File: src/rtl/tone_generator.sv
`default_nettype none
// ============================================================================
// Module      : tone_generator
// Description : Square-wave audio stage fed by the switch-to-note decoder.
//               freq_in is a half-period length in clock cycles (0 = silence).
//               The wave is glitch-free: frequency changes and note-off are
//               only acted on at half-period boundaries, so a half period is
//               never truncated and the wave always ends low.
//               Optional feature macro: TONE_SUSTAIN_EN (adds a SUSTAIN state
//               that keeps the tone going for SUSTAIN_CYCLES after release).
// Ports       : clk         - system clock
//               reset       - synchronous, active-high reset
//               freq_in     - half-period count (HALF_W bits), 0 = silence
//               audio_out   - square wave to amplifier input
//               audio_sd    - amplifier enable, 1 while a note sounds
//               note_active - 1 whenever the generator is not silent
// Revision    : 1.0 - initial release
// ============================================================================
module tone_generator #(
    parameter int HALF_W         = 18,
    parameter int MIN_HALF       = 2,
    parameter int SUSTAIN_CYCLES = 5000000
) (
    input  logic              clk,
    input  logic              reset,
    input  logic [HALF_W-1:0] freq_in,
    output logic              audio_out,
    output logic              audio_sd,
    output logic              note_active
);

    localparam logic [HALF_W-1:0] c_MIN_HALF = HALF_W'(MIN_HALF);
    localparam logic [HALF_W-1:0] c_ONE      = HALF_W'(1);

    localparam logic [1:0] c_ST_SILENT  = 2'd0;
    localparam logic [1:0] c_ST_PLAYING = 2'd1;
`ifdef TONE_SUSTAIN_EN
    localparam logic [1:0] c_ST_SUSTAIN = 2'd2;

    // Counter saturates at SUSTAIN_CYCLES, so it only needs to reach that value.
    localparam int              c_SUS_W   = (SUSTAIN_CYCLES > 1) ? $clog2(SUSTAIN_CYCLES + 1) : 1;
    localparam logic [c_SUS_W-1:0] c_SUS_MAX = c_SUS_W'(SUSTAIN_CYCLES);
    localparam logic [c_SUS_W-1:0] c_SUS_ONE = c_SUS_W'(1);

    logic [c_SUS_W-1:0] r_sus_cnt;
    logic [c_SUS_W-1:0] w_sus_cnt_nxt;
`else
    // Release hold time has no meaning without the sustain feature.
    localparam int c_unused_sustain_cycles = SUSTAIN_CYCLES;
`endif

    logic [HALF_W-1:0] r_freq_q;
    logic [HALF_W-1:0] r_active_half;
    logic [HALF_W-1:0] r_cnt;
    logic [1:0]        r_state;
    logic              r_audio;
    logic              r_sd;

    logic [HALF_W-1:0] w_active_half_nxt;
    logic [HALF_W-1:0] w_cnt_nxt;
    logic [1:0]        w_state_nxt;
    logic              w_audio_nxt;
    logic              w_boundary;
    logic              w_freq_nz;

    // active_half is always >= MIN_HALF (>= 2) while sounding, so the
    // subtraction cannot underflow in the states where it matters.
    assign w_boundary = (r_cnt == (r_active_half - c_ONE));
    assign w_freq_nz  = (r_freq_q != '0);

    // ------------------------------------------------------------------
    // Next-state / next-output logic
    // ------------------------------------------------------------------
    always_comb begin
        w_state_nxt       = r_state;
        w_audio_nxt       = r_audio;
        w_active_half_nxt = r_active_half;
        w_cnt_nxt         = r_cnt;
`ifdef TONE_SUSTAIN_EN
        w_sus_cnt_nxt     = r_sus_cnt;
`endif

        case (r_state)
            c_ST_SILENT: begin
                w_cnt_nxt   = '0;
                w_audio_nxt = 1'b0;
                if (w_freq_nz) begin
                    w_active_half_nxt = r_freq_q;
                    w_state_nxt       = c_ST_PLAYING;
                end
            end

            c_ST_PLAYING: begin
                if (w_boundary) begin
                    w_cnt_nxt = '0;
                    if (w_freq_nz) begin
                        // New frequency is only ever picked up here.
                        w_audio_nxt       = ~r_audio;
                        w_active_half_nxt = r_freq_q;
                    end else begin
`ifdef TONE_SUSTAIN_EN
                        w_audio_nxt   = ~r_audio;
                        w_state_nxt   = c_ST_SUSTAIN;
                        w_sus_cnt_nxt = '0;
`else
                        // Ending a high half drops low; ending a low half
                        // simply stays low. Either way the wave ends low.
                        w_audio_nxt = 1'b0;
                        w_state_nxt = c_ST_SILENT;
`endif
                    end
                end else begin
                    w_cnt_nxt = r_cnt + c_ONE;
                end
            end

`ifdef TONE_SUSTAIN_EN
            c_ST_SUSTAIN: begin
                if (r_sus_cnt != c_SUS_MAX) begin
                    w_sus_cnt_nxt = r_sus_cnt + c_SUS_ONE;
                end
                if (w_boundary) begin
                    w_cnt_nxt = '0;
                    if (w_freq_nz) begin
                        w_audio_nxt       = ~r_audio;
                        w_active_half_nxt = r_freq_q;
                        w_state_nxt       = c_ST_PLAYING;
                    end else if (r_sus_cnt >= c_SUS_MAX) begin
                        w_audio_nxt = 1'b0;
                        w_state_nxt = c_ST_SILENT;
                    end else begin
                        w_audio_nxt = ~r_audio;
                    end
                end else begin
                    w_cnt_nxt = r_cnt + c_ONE;
                end
            end
`endif

            default: begin
                w_cnt_nxt   = '0;
                w_audio_nxt = 1'b0;
                w_state_nxt = c_ST_SILENT;
            end
        endcase
    end

    // ------------------------------------------------------------------
    // State and output registers
    // ------------------------------------------------------------------
    always_ff @(posedge clk) begin
        if (reset) begin
            r_freq_q      <= '0;
            r_active_half <= '0;
            r_cnt         <= '0;
            r_state       <= c_ST_SILENT;
            r_audio       <= 1'b0;
            r_sd          <= 1'b0;
        end else begin
            // Sub-minimum counts would make a degenerate wave; treat as silence.
            r_freq_q      <= (freq_in < c_MIN_HALF) ? '0 : freq_in;
            r_active_half <= w_active_half_nxt;
            r_cnt         <= w_cnt_nxt;
            r_state       <= w_state_nxt;
            r_audio       <= w_audio_nxt;
            // Registered from next state so the enable falls on the same edge
            // that the wave settles low.
            r_sd          <= (w_state_nxt != c_ST_SILENT);
        end
    end

`ifdef TONE_SUSTAIN_EN
    always_ff @(posedge clk) begin
        if (reset) begin
            r_sus_cnt <= '0;
        end else begin
            r_sus_cnt <= w_sus_cnt_nxt;
        end
    end
`endif

    assign audio_out   = r_audio;
    assign audio_sd    = r_sd;
    assign note_active = r_sd;

endmodule
`default_nettype wire

File: config.mk
export PLATFORM = sky130hd
export DESIGN_NAME = tone_generator
export DESIGN_NICKNAME = d
export VERILOG_FILES = /design/src/rtl/tone_generator.sv
export SDC_FILE = /design/constraint.sdc
export NUM_CORES = 1
export LEC_CHECK = 0
export ABC_AREA = 1
export CORE_MARGIN = 2
export CORE_UTILIZATION = 60
export DETAILED_ROUTE_END_ITERATION = 10
export GPL_TIMING_DRIVEN = 0
export PLACE_DENSITY = 0.89
export REMOVE_ABC_BUFFERS = 1
export SETUP_SLACK_MARGIN = 0.15
export SYNTH_ARGS = -nofsm -noshare
export SYNTH_HDL_FRONTEND = slang
export SYNTH_SLANG_ARGS = --single-unit
File: constraint.sdc
create_clock -name clk -period 3.34 [get_ports clk]
set_clock_uncertainty 0.15 [all_clocks]
set_input_delay 0.835 -clock clk [delete_from_list [all_inputs] [get_ports clk]]
set_output_delay 0.835 -clock clk [all_outputs]
set_load 0.01 [all_outputs]
==> run_results.csv, run 1 <==
group,metric,value,unit
detailed_routing,dr.pass1.iters,4,
placement,dp_cells,525,
yosys,yosysSeqAreaShare,38.7,%
yosys,ys_async_sr_fraction,0,%
yosys,syn_inst,447,
detailed_routing,drt_iter0_markers,150,
worst_setup_path,required,3.42,ns
sta,fin_crit,2.71,ns
yosys,yosysWarnings,0,
sta,fin_hold_ws,0.325,ns
detailed_routing,wl_per_cell,11.3,µm
yosys,netlist_top_cells_count,"92 x nor2_1, 85 x nand2_1, 62 x inv_1",
worst_setup_path,path_class,"flop to flop",
job,drv_cap,0,
die,die_h,74.7,µm
grt,grt_max_degree,37,
yosys,synth-edff-count,0,
yosys,synth.distinct_cells,34,
clock_tree,post_cts_buffers,0,
clock_tree,cts_tree,"built",
yosys,synth_top_cell_by_area,"dfxtp_1",
yosys,yosys.cell_count.top_type,"nor2_1",
worst_setup_path,crit_fanout,10,
power_and_ir_drop,powerDensity,504,nW/µm²
detailed_routing,drc,0,
sta,fmax,369,MHz
sta,slew_headroom,29.9,%
yosys,synth_flop_cell,"dfxtp_1",
sta,hold_violations,0,
die,coreArea,4790,µm²
yosys,synth_top_cell_area_share,38.7,%
sta,maxSlewViolCount,0,
grt,grt_pass1_vias,2424,
die,fp-row-count,25,
sta,rsz0062_at_grt,"no",
clock_tree,cts.clk_slew.worst_paths,0.07,ns
yosys,syn_area,3000,µm²
power_and_ir_drop,ir_drop,289,µV
die,start_util,62.7,%
die,dieWidth,74.7,µm
grt,grt_pass1_wl,10.1,mm
sta,finalSetupViolCount,0,
clock_tree,cts.path.max_buffers,2,
detailed_routing,viasPerCell,5.07,
status,outcome,"finished clean",
power_and_ir_drop,p_leak,1.59,nW
cells_and_area,layout-drive-gt1-share,6.53,%
yosys,avgSynthCellArea,6.72,µm²
detailed_routing,vias,2750,
detailed_routing,ant_nets,0,
die,die_area,5590,µm²
clock_tree,cts-root-buf,"clkbuf_8",
clock_tree,cts_hold_buf,0,
worst_hold_path,hp-class,"flop to flop",
grt,grt_usage,23.9,%
worst_setup_path,worstSetupEndpointType,"flop",
clock_tree,clock_latency,0.34,ns
clock_tree,cts_buffers,9,
grt,antenna_found_initial,0,
detailed_routing,routed_wl,6.14,mm
grt,overflow,0,
yosys,synth_top_cells_by_area,"dfxtp_1 39%, nor2_1 12%, nand2_1 11%",
cells_and_area,fin_nets,492,
worst_setup_path,arrival,2.79,ns
sta,fin_tns_setup,0,ns
cells_and_area,n_antenna_cell,0,
clock_tree,htreeDepth,3,
cells_and_area,areaGrowthSynthToFinish,15.7,%
cells_and_area,fin_cells,542,
worst_setup_path,crit_path_start_kind,"flop",
die,io_pins,23,
placement,port_buffers,22,
clock_tree,clock_sinks,58,
yosys,synth-seq-cells,58,
placement,gp_congestion,0.905,
sta,worstMarginPinSlew,1.05,ns
sta,min_period_over_period,81.1,%
placement,dpl.hpwl,4.24,mm
-- path summary, 6_finish.rpt --
kind                                               startpoint                   to  slack (ns)  cells after the start
worst max-delay path            r_active_half[0]$_SDFFE_PP0P_  r_cnt[2]$_SDFF_PP0_        0.63                     12
worst min-delay path                      r_cnt[0]$_SDFF_PP0_  r_cnt[0]$_SDFF_PP0_        0.33                      1
worst max register to register  r_active_half[0]$_SDFFE_PP0P_  r_cnt[2]$_SDFF_PP0_        0.63                     12
worst min register to register            r_cnt[0]$_SDFF_PP0_  r_cnt[0]$_SDFF_PP0_        0.33                      1
-- cell families (layout without fill, tap and decap cells) --
kind of cell	count (synthesis)	count (layout)	share of synthesized area, %
AO/OA/AOI/OAI	34	34	6.00
XOR/XNOR	26	26	7.58
other	1	1	0.125
flip-flops	58	58	38.7
buffers and inverters	78	105	10.7
AND/OR/NAND/NOR	248	249	36.1
adder cells (fa/ha/maj)	2	2	0.833
-- where the power goes --
| group | internal (W) | switching [W] |
|---|---|---|
| registers | 0.000724 | 0.0000320 |
| clock network | 0.000438 | 0.000279 |
| logic | 0.000115 | 0.000164 |
| total | 0.00128 | 0.000475 |
-- critical path: stages (launching register included) --
cell and delay [ns]:
dfxtp_1 0.36, inv_2 0.13, ha_1 0.23, nand2_1 0.10
nor2_1 0.19, nand3_1 0.16, nand2_1 0.11, nand2_1 0.06
nand3_1 0.08, nor2_1 0.08, nand3_2 0.14, nand4_1 0.41
nor3_1 0.38
-- sequential cells by signal, indices dropped and copies added (netlist names) --
signal	cells
r_state	2
audio_out	1
r_freq_q	18
r_active_half	18
r_cnt	18
audio_sd	1
-- placed cells by master, fill, tap and decap left out, types with 3 or more instances in the layout --
master / Yosys / routed
a21oi_1: 23 / 23
clkbuf_8: 0 / 10
clkdlybuf4s50_1: 0 / 22
dfxtp_1: 58 / 58
inv_1: 62 / 62
inv_2: 3 / 3
nand2_1: 85 / 85
nand3_1: 34 / 34
nand3b_1: 3 / 3
nand4_1: 7 / 8
nor2_1: 92 / 91
nor2_2: 3 / 4
nor3_1: 5 / 5
nor4_1: 8 / 8
o21ai_0: 3 / 3
o21ai_1: 3 / 3
o31ai_1: 3 / 3
or2_2: 3 / 3
xnor2_1: 5 / 5
xor2_1: 21 / 21
-- final cells by class --
| class | instances | area [µm²] |
|---|---|---|
| clock buffer | 11 | 141 |
| tap | 67 | 83.8 |
| fill | 365 | 1310 |
| clock inverter | 5 | 77.6 |
| sequential | 58 | 1160 |
| timing repair buffer | 23 | 235 |
| multi-input combinational | 312 | 1530 |
| inverter | 66 | 248 |
-- layer usage --
metal	vias to the layer above	part of all wire, %	track usage [%]
met4	0	3.6	14.7
met3	21	4.0	5.09
met2	71	47	40.5
met1	1215	45	27.6
li1	1443	-	-
met5	-	0	0
-- metrics by stage --
| step | util [%] | worst slack, ns | power, W | cell area [µm²] |
|---|---|---|---|---|
| 2_1_floorplan | - | 1.08 | 0.000971 | 2930 |
| 3_3_place_gp | 67.6 | 0.258 | 0.00104 | 3230 |
| 3_5_place_dp | 67.9 | 0.0558 | 0.00105 | 3250 |
| 4_1_cts | 72.5 | 0.317 | 0.00175 | 3470 |
| 5_1_grt | 72.6 | 0.397 | 0.00183 | 3480 |
| 6_report | 72.6 | 0.631 | 0.00175 | 3480 |
-- timing repair --
| action | CTS | global route |
|---|---|---|
| resized for setup | 0 | 0 |
| endpoints found under the hold margin | 0 | 0 |
| setup endpoints to repair | 0 | 2 |
(Power assumes the default switching activity.)
==> run 2, diff against run 1 <==
Settings changed: CORE_UTILIZATION 60 to 58, PLACE_DENSITY 0.89 to 0.86.
Clock period 3.34 ns to 2.56 ns, I/O delays scaled along.
==> run_results.csv, run 2 (same netlist as run 1, synthesis figures left out) <==
group,metric,value,unit
worst_setup_path,rrSetupSlack,0.22,ns
cells_and_area,layout-drive-gt1-share,12.6,%
cells_and_area,final_common_cell,"nand2_1",
worst_hold_path,hold_path_depth,1,
clock_tree,clock_sinks,58,
sta,worstMarginPinSlew,0.753,ns
worst_setup_path,required,2.65,ns
die,die_area,5770,µm²
status,outcome,"finished clean",
detailed_routing,ant_nets,0,
power_and_ir_drop,sw_frac_of_total,29.4,%
power_and_ir_drop,intPower,0.00167,W
die,die_h,76.0,µm
grt,grt_max_degree,23,
sta,finalSetupViolCount,0,
placement,gp_congestion,0.904,
sta,hold_violations,0,
die,start_util,59.6,%
cells_and_area,areaGrowthSynthToFinish,22.8,%
die,dieWidth,76.0,µm
clock_tree,cts.clk_slew.worst_paths,0.07,ns
detailed_routing,viasPerCell,5.17,
die,fp-row-count,26,
cells_and_area,largest_registers,"r_active_half x18, r_cnt x18, r_freq_q x18",
power_and_ir_drop,ir_drop,542,µV
worst_setup_path,crit_fanout,8,
cells_and_area,nFillCells,401,
clock_tree,cts-root-buf,"clkbuf_8",
grt,grt_usage,24.1,%
power_and_ir_drop,p_leak,1.66,nW
cells_and_area,multiInputGateArea,1650,µm²
cells_and_area,seqCellArea,1170,µm²
die,coreArea,5040,µm²
sta,fin_hold_ws,0.337,ns
detailed_routing,routed_wl,6.83,mm
cells_and_area,fin_nets,503,
sta,maxSlewViolCount,0,
grt,overflow,0,
sta,fmax,427,MHz
worst_setup_path,crit_path_start_kind,"flop",
power_and_ir_drop,power,0.00237,W
clock_tree,htreeDepth,3,
power_and_ir_drop,power_frac_seq,42.1,%
worst_hold_path,hp-class,"flop to flop",
die,io_pins,23,
grt,grt_pass1_wl,11.1,mm
clock_tree,cts_tree,"built",
detailed_routing,dr.pass1.iters,4,
worst_setup_path,r2r_cells,14,
worst_setup_path,path_class,"flop to flop",
power_and_ir_drop,pwr-share-clk,39.7,%
sta,min_period_over_period,91.5,%
worst_hold_path,worstHoldStart,"r_cnt[0]$_SDFF_PP0_",
cells_and_area,n_antenna_cell,0,
worst_setup_path,worstSetupEndpointType,"flop",
sta,fin_crit,2.34,ns
detailed_routing,wl_per_cell,12.3,µm
clock_tree,cts_buffers,9,
power_and_ir_drop,powerDensity,642,nW/µm²
power_and_ir_drop,p_switching,0.000695,W
placement,port_buffers,22,
worst_setup_path,arrival,2.43,ns
grt,grt_pass1_vias,2649,
clock_tree,cts_hold_buf,0,
power_and_ir_drop,combPwrFrac,18.3,%
job,drv_cap,0,
sta,rsz0062_at_grt,"no",
worst_setup_path,reg2reg_from,"r_active_half[0]$_SDFFE_PP0P_",
sta,slew_headroom,49.8,%
worst_hold_path,min_to,"r_cnt[0]$_SDFF_PP0_",
detailed_routing,vias,2877,
detailed_routing,drt_iter0_markers,153,
cells_and_area,final_cell_mix,"84 x nand2_1, 83 x nor2_1, 61 x inv_1",
grt,antenna_found_initial,0,
clock_tree,clock_latency,0.35,ns
placement,dpl.hpwl,4.36,mm
worst_setup_path,reg2reg_to,"r_cnt[15]$_SDFF_PP0_",
detailed_routing,drc,0,
clock_tree,cts.path.max_buffers,2,
[run 2: cell count changes in the layout (fill, tap and decap cells not counted), sizes merged]
cell | previous run | this run
clkinvlp | 1 | 2
clkbuf | 11 | 9
clkinv | 3 | 4
buf | 1 | 10
nand2 | 87 | 89
[run 2: worst max-delay path by stage]
stage	startpoint	end	cells past startpoint
after CTS	r_active_half[0]$_SDFFE_PP0P_	r_cnt[15]$_SDFF_PP0_	12
final	r_active_half[0]$_SDFFE_PP0P_	r_cnt[15]$_SDFF_PP0_	14
after global placement	reset	r_cnt[17]$_SDFF_PP0_	4
after global routing	r_active_half[0]$_SDFFE_PP0P_	r_cnt[6]$_SDFF_PP0_	14
after detailed placement	reset	r_cnt[2]$_SDFF_PP0_	4
after floorplan	r_active_half[0]$_SDFFE_PP0P_	audio_sd$_SDFF_PP0_	11
[run 2: repair_timing]
item	4_1_cts	5_1_grt
resized for setup	7	28
hold endpoints to repair	0	0
gates cloned	2	1
setup endpoints to repair	56	38
buffers inserted	5	4
pin swaps	3	10
[run 2: worst max-delay path, stage by stage (launching register included)]
cell and delay, ns:
dfxtp_4 0.36, inv_6 0.08, ha_4 0.16, inv_1 0.04, nand2_1 0.06, nand2_1 0.08, xnor2_1 0.18, nand2_1 0.09
nor2_1 0.12, nand2_1 0.13, nor2_4 0.16, nand3_4 0.19, nand4_1 0.21, buf_6 0.17, nor2_1 0.05
[run 2: power groups by stage]
stage / clock (W) / combinational, W / sequential (W)
2_1_floorplan: 0 / 0.000271 / 0.000996
3_3_place_gp: 0 / 0.000351 / 0.00100
3_5_place_dp: 0 / 0.000362 / 0.00101
4_1_cts: 0.000939 / 0.000379 / 0.000988
5_1_grt: 0.000982 / 0.000491 / 0.00100
6_report: 0.000939 / 0.000432 / 0.000996
[run 2: routing by layer]
metal	up-vias	part of all wire [%]	GRT usage [%]
met5	-	0	0
met4	0	3.1	12.5
met3	20	4.7	5.36
met2	88	49	42.5
met1	1293	43	27.2
li1	1476	-	-
[run 2: area by class of cell]
cell class              count  area share [%]
flip-flops and latches     58            31.8
clock inverters             7            2.54
repair buffers             32            8.31
multi-input cells         314            44.8
inverters                  66            6.85
well taps                  70            2.38
clock buffers               9            3.36
[run 2: stage by stage]
stage,setup TNS [ns],instances,setup slack (ns),utilization [%],area [µm²]
after detailed placement,-13.51,528,-0.447,64.5,3250
after CTS,0,551,0.171,70.5,3560
after global placement,-11.36,527,-0.323,64.2,3240
after global routing,0,556,0.0780,73.1,3690
after floorplan,0,435,0.296,-,2930
final,0,556,0.217,73.1,3690
==> RTL edit 1, RTL diff (config.mk and constraints of run 2) <==
Change the parameter `HALF_W` from 18 to 9.
--- a/src/rtl/tone_generator.sv
+++ b/src/rtl/tone_generator.sv
@@ -19,3 +19,3 @@
 module tone_generator #(
-    parameter int HALF_W         = 18,
+    parameter int HALF_W         = 9,
     parameter int MIN_HALF       = 2,
Ports: changed (resized freq_in); port bits go from 23 to 14. The function was not compared with the original's and may differ.
==> RTL edit 1 against run 2 <==
Design area fell by 53%; area after synthesis fell by 49%; setup slack improved by 120 ps; routed wire length fell by 63%; sequential cell count fell by 27; sequential share of layout area rose by 4.1 points; total power fell by 56%.
==> RTL edit 1: results (changes against run 2) <==
layout filler cell count -> 220 (was 401)
largest net degree at the start of global routing -> 19 (was 23)
status -> finished clean (unchanged)
Via Count -> 1288 (was 2877)
layout cells sized above 1 -> 0.0851 (was 0.126)
Synth Area in Adders -> 0.0163 (was 0.00833)
clk_lat worst skew -> 330 ps (was 350 ps)
first-pass GRT wire length -> 4.20 mm (was 11.1 mm)
crit path DAT -> 2280 ps (was 2430 ps)
setup bufs post-CTS -> 0 (was 5)
Clk pin slew, worst setup/hold paths -> 100 ps (was 70 ps)
length of routed met3 wiring -> 104 um (was 324 um)
met1 usage -> 0.199 (was 0.272)
Final nets -> 247 (was 503)
Total Routed Length -> 2.50 mm (was 6.83 mm)
Rel. slew slack -> 0.204 (was 0.498)
post-synthesis area per instance -> 6.99 um^2 (was 6.72 um^2)
Starting DRT DRC Count -> 49 (was 153)
total CTS buffers -> 5 (was 9)
wire per inst -> 9.42 um (was 12.3 um)
Post-CTS Resized -> 0 (was 7)
met3 GRT Util -> 0.0703 (was 0.0536)
Crit Path Max Fanout -> 11 (was 8)
post-synth cell types -> 27 (was 34)
vias in the first global route -> 1074 (was 2649)
Seq/Total Area, Yosys -> 0.405 (was 0.387)
root buffer cell -> clkbuf_4 (was clkbuf_8)
grt met2 use -> 0.291 (was 0.425)
Tot GR Track Use -> 0.171 (was 0.241)
Compound-Gate Fraction of Synth Area -> 0.0727 (was 0.0600)
placed cells -> 257 (was 528)
RTL edit 1: changes by cell type in the layout (fill, tap and decap cells not counted), moves of 9 or more:
cell             change
xor2_1              -16
nand3_1             -11
a21oi_1             -16
inv_1               -24
nor2_1              -41
clkdlybuf4s50_1      -9
nand2_1             -50
dfxtp_1             -22
RTL edit 1: kinds of logic after synthesis:
group	after synthesis
and+or+nand+nor	113
buffers and inverters	44
DFF	31
AOI/OAI and AO/OA	18
xor gates and xnor gates	10
adders and majority gates	2
other	1
RTL edit 1: through the flow:
| step | instance area [um^2] | worst slack, ps |
|---|---|---|
| finish | 1730 | 335 |
| global route | 1730 | 176 |
| CTS | 1730 | 324 |
| detailed placement | 1660 | 219 |
| global placement | 1660 | 271 |
| floorplan | 1490 | 619 |
RTL edit 1: power breakdown:
part           internal, uW  total (uW)  switching [uW]
registers               506         526            19.2
clock network           160         327             166
logic                  78.2         184             106
RTL edit 1: layout make-up:
class / count / area share
tap: 30 / 0.0217
sequential: 31 / 0.359
clock inverter: 1 / 0.00434
clock buffer: 7 / 0.0377
multi-input combinational: 144 / 0.417
inverter: 39 / 0.0847
timing repair buffer: 13 / 0.0753
RTL edit 1: critical path, stage by stage, from the launching register on:
cell     delay (ps)
dfxtp_1         420
inv_2            60
ha_1            310
nand2_1          60
inv_1            30
nor2_1           70
nand2_1          60
nor2_1          100
nand3_1          90
nor2_2          130
nand3_2         120
nand4_1         370
o31ai_1         140
RTL edit 1: worst paths after layout:
path | startpoint | depth (start not counted) | slack (ps) | to
max | r_active_half[0] | 12 | 340 | r_state[0]
min | r_cnt[0] | 1 | 340 | r_cnt[0]
max reg2reg | r_active_half[0] | 12 | 340 | r_state[0]
min reg2reg | r_cnt[0] | 1 | 340 | r_cnt[0]
==> RTL edit 2, RTL diff (settings of run 2) <==
Without the edit above. Add an input register stage for `freq_in`, cleared by the reset; this delays it by one clock. Comments in the files are not updated.
--- a/src/rtl/tone_generator.sv
+++ b/src/rtl/tone_generator.sv
@@ -36,2 +36,12 @@
     localparam logic [1:0] c_ST_PLAYING = 2'd1;
+
+    logic [HALF_W-1:0] freq_q;
+
+    always_ff @(posedge clk) begin
+        if (reset) begin
+            freq_q <= '0;
+        end else begin
+            freq_q <= freq_in;
+        end
+    end
 `ifdef TONE_SUSTAIN_EN
@@ -160,3 +170,3 @@
             // Sub-minimum counts would make a degenerate wave; treat as silence.
-            r_freq_q      <= (freq_in < c_MIN_HALF) ? '0 : freq_in;
+            r_freq_q      <= (freq_q < c_MIN_HALF) ? '0 : freq_q;
             r_active_half <= w_active_half_nxt;
Function: changed (Yosys sat finds a counterexample within 4 cycles, from zero or initial values and one cycle with reset high).
==> RTL edit 2 against run 2 <==
Setup slack improved by 15 ps; synthesized cell count increased by 15%; cell count grew 12%; sequential cell count up 18; routed wire length up 0.42%; total power up 7.5%; design area rose by 11%; area after synthesis is 17% higher; critical path type unchanged; highest routed layer unchanged.
==> RTL edit 2: results (changes against run 2) <==
Max VDD drop -> 0.433 mV (was 0.542 mV)
Sequential Power Share -> 0.505 (was 0.421)
Via density -> 5.04 (was 5.17)
Commonest cells post-synth -> 106 x nor2_1, 99 x nand2_1, 90 x inv_1 (was 92 x nor2_1, 85 x nand2_1, 62 x inv_1)
clock network fraction of total power -> 0.315 (was 0.397)
Slowest cell on crit path -> dfxtp_2 (was dfxtp_4)
hold endpoint -> r_freq_q[0] (was r_cnt[0])
Compound-Gate Fraction of Synth Area -> 0.0443 (was 0.0600)
largest net degree at the start of global routing -> 25 (was 23)
XOR/XNOR Fraction of Synth Area -> 0.0625 (was 0.0758)
Reg2Reg Depth -> 16 (was 14)
Starting DRT DRC Count -> 143 (was 153)
placed cells -> 597 (was 528)
Rows -> 28 (was 26)
ant diodes -> 0 (unchanged)
hpwl dp -> 4.59 mm (was 4.36 mm)
Rel. slew slack -> 0.349 (was 0.498)
post-synth cell types -> 28 (was 34)
Total Routed Length -> 6.86 mm (was 6.83 mm)
NetSw -> 772 uW (was 695 uW)
Leakage -> 0.00180 uW (was 0.00166 uW)
Crit Path Max Fanout -> 9 (was 8)
status -> finished clean (unchanged)
Hold Crit Depth -> 2 (was 1)
layout cells sized above 1 -> 0.0879 (was 0.126)
R2R Path End -> r_active_half[9] (was r_cnt[15])
largest cells by area after synthesis -> dfxtp_1 43%, nor2_1 11%, nand2_1 11%, inv_1 9.6%, nand3_1 5.3% (was dfxtp_1 39%, nor2_1 12%, nand2_1 11%, inv_1 7.8%, xor2_1 6.1%)
Clk pin slew, worst setup/hold paths -> 80 ps
mux share of post-synthesis cell area -> 0 (unchanged)
Final nets -> 563 (was 503)
total CTS buffers -> 9 (unchanged)
Seq/Total Area, Yosys -> 0.434 (was 0.387)
GP Congestion -> 0.880 (was 0.904)
vias in the first global route -> 2658 (was 2649)
CP peak stage delay -> 360 ps (about the same)
clock buffer depth -> 2 (unchanged)
htree depth -> 3 (unchanged)
worst hold start -> freq_q[0] (was r_cnt[0])
post-synthesis area per instance -> 6.83 um^2 (was 6.72 um^2)
Synth Area in Adders -> 0.00714 (was 0.00833)
first-pass GRT wire length -> 10.7 mm (was 11.1 mm)
Via Count -> 3129 (was 2877)
yosys warns -> 0 (unchanged)
Area after DPL -> 3750 um^2 (was 3250 um^2)
Hold WC Path Type -> reg -> reg (unchanged)
Tot GR Track Use -> 0.210 (was 0.241)
==> RTL edit 2: worst min-delay path, cell delays in order, from the launching register on <==
cell and delay (ps):
dfxtp_1 300, inv_1 50, nor2_1 30
==> RTL edit 2: worst max-delay path by stage <==
stage / start / to / slack, ps / cells after the start
global placement: reset / r_cnt[2] / -670 / 4
finish: r_active_half[0] / r_active_half[9] / 230 / 16
global route: reset / r_freq_q[8] / 100 / 4
detailed placement: reset / r_cnt[2] / -740 / 4
floorplan: r_active_half[0] / r_cnt[2] / 360 / 11
CTS: r_active_half[0] / r_cnt[2] / 60 / 12
==> RTL edit 2: per-layer routing <==
metal / global-route usage / vias to the layer above / share of wire
met5: 0 / - / 0
met1: 0.222 / 1417 / 0.41
li1: - / 1624 / -
met3: 0.0626 / 12 / 0.045
met2: 0.385 / 76 / 0.53
met4: 0.0883 / 0 / 0.015
==> RTL edit 2: stage by stage <==
step / power, uW / hold WS, ps / TNS, ps / utilization / worst slack (ps)
finish: 2550 / 274 / 0 / 0.695 / 232
global route: 2680 / 284 / 0 / 0.695 / 95.4
global placement: 1720 / 249 / -20850 / 0.635 / -667
detailed placement: 1740 / 261 / -21530 / 0.638 / -744
floorplan: 1620 / 244 / 0 / - / 357
CTS: 2540 / 274 / 0 / 0.677 / 56.5
==> RTL edit 2: area by class of cell <==
type | count | area, um^2
fillers | 464 | 1790
multi-input cells | 338 | 1690
flip-flops and latches | 76 | 1520
inverters | 90 | 342
repair buffers | 25 | 265
clock buffers | 9 | 124
well taps | 75 | 93.8
clock inverters | 7 | 50.0
repair inverters | 1 | 5.00
==> RTL edit 2: timing repair <==
item / CTS / global route
resized for setup: 8 / 11
setup endpoints to repair: 56 / 39
cloned: 3 / 3
setup buffers: 0 / 2
hold endpoints to repair: 0 / 0
pin swaps: 2 / 4
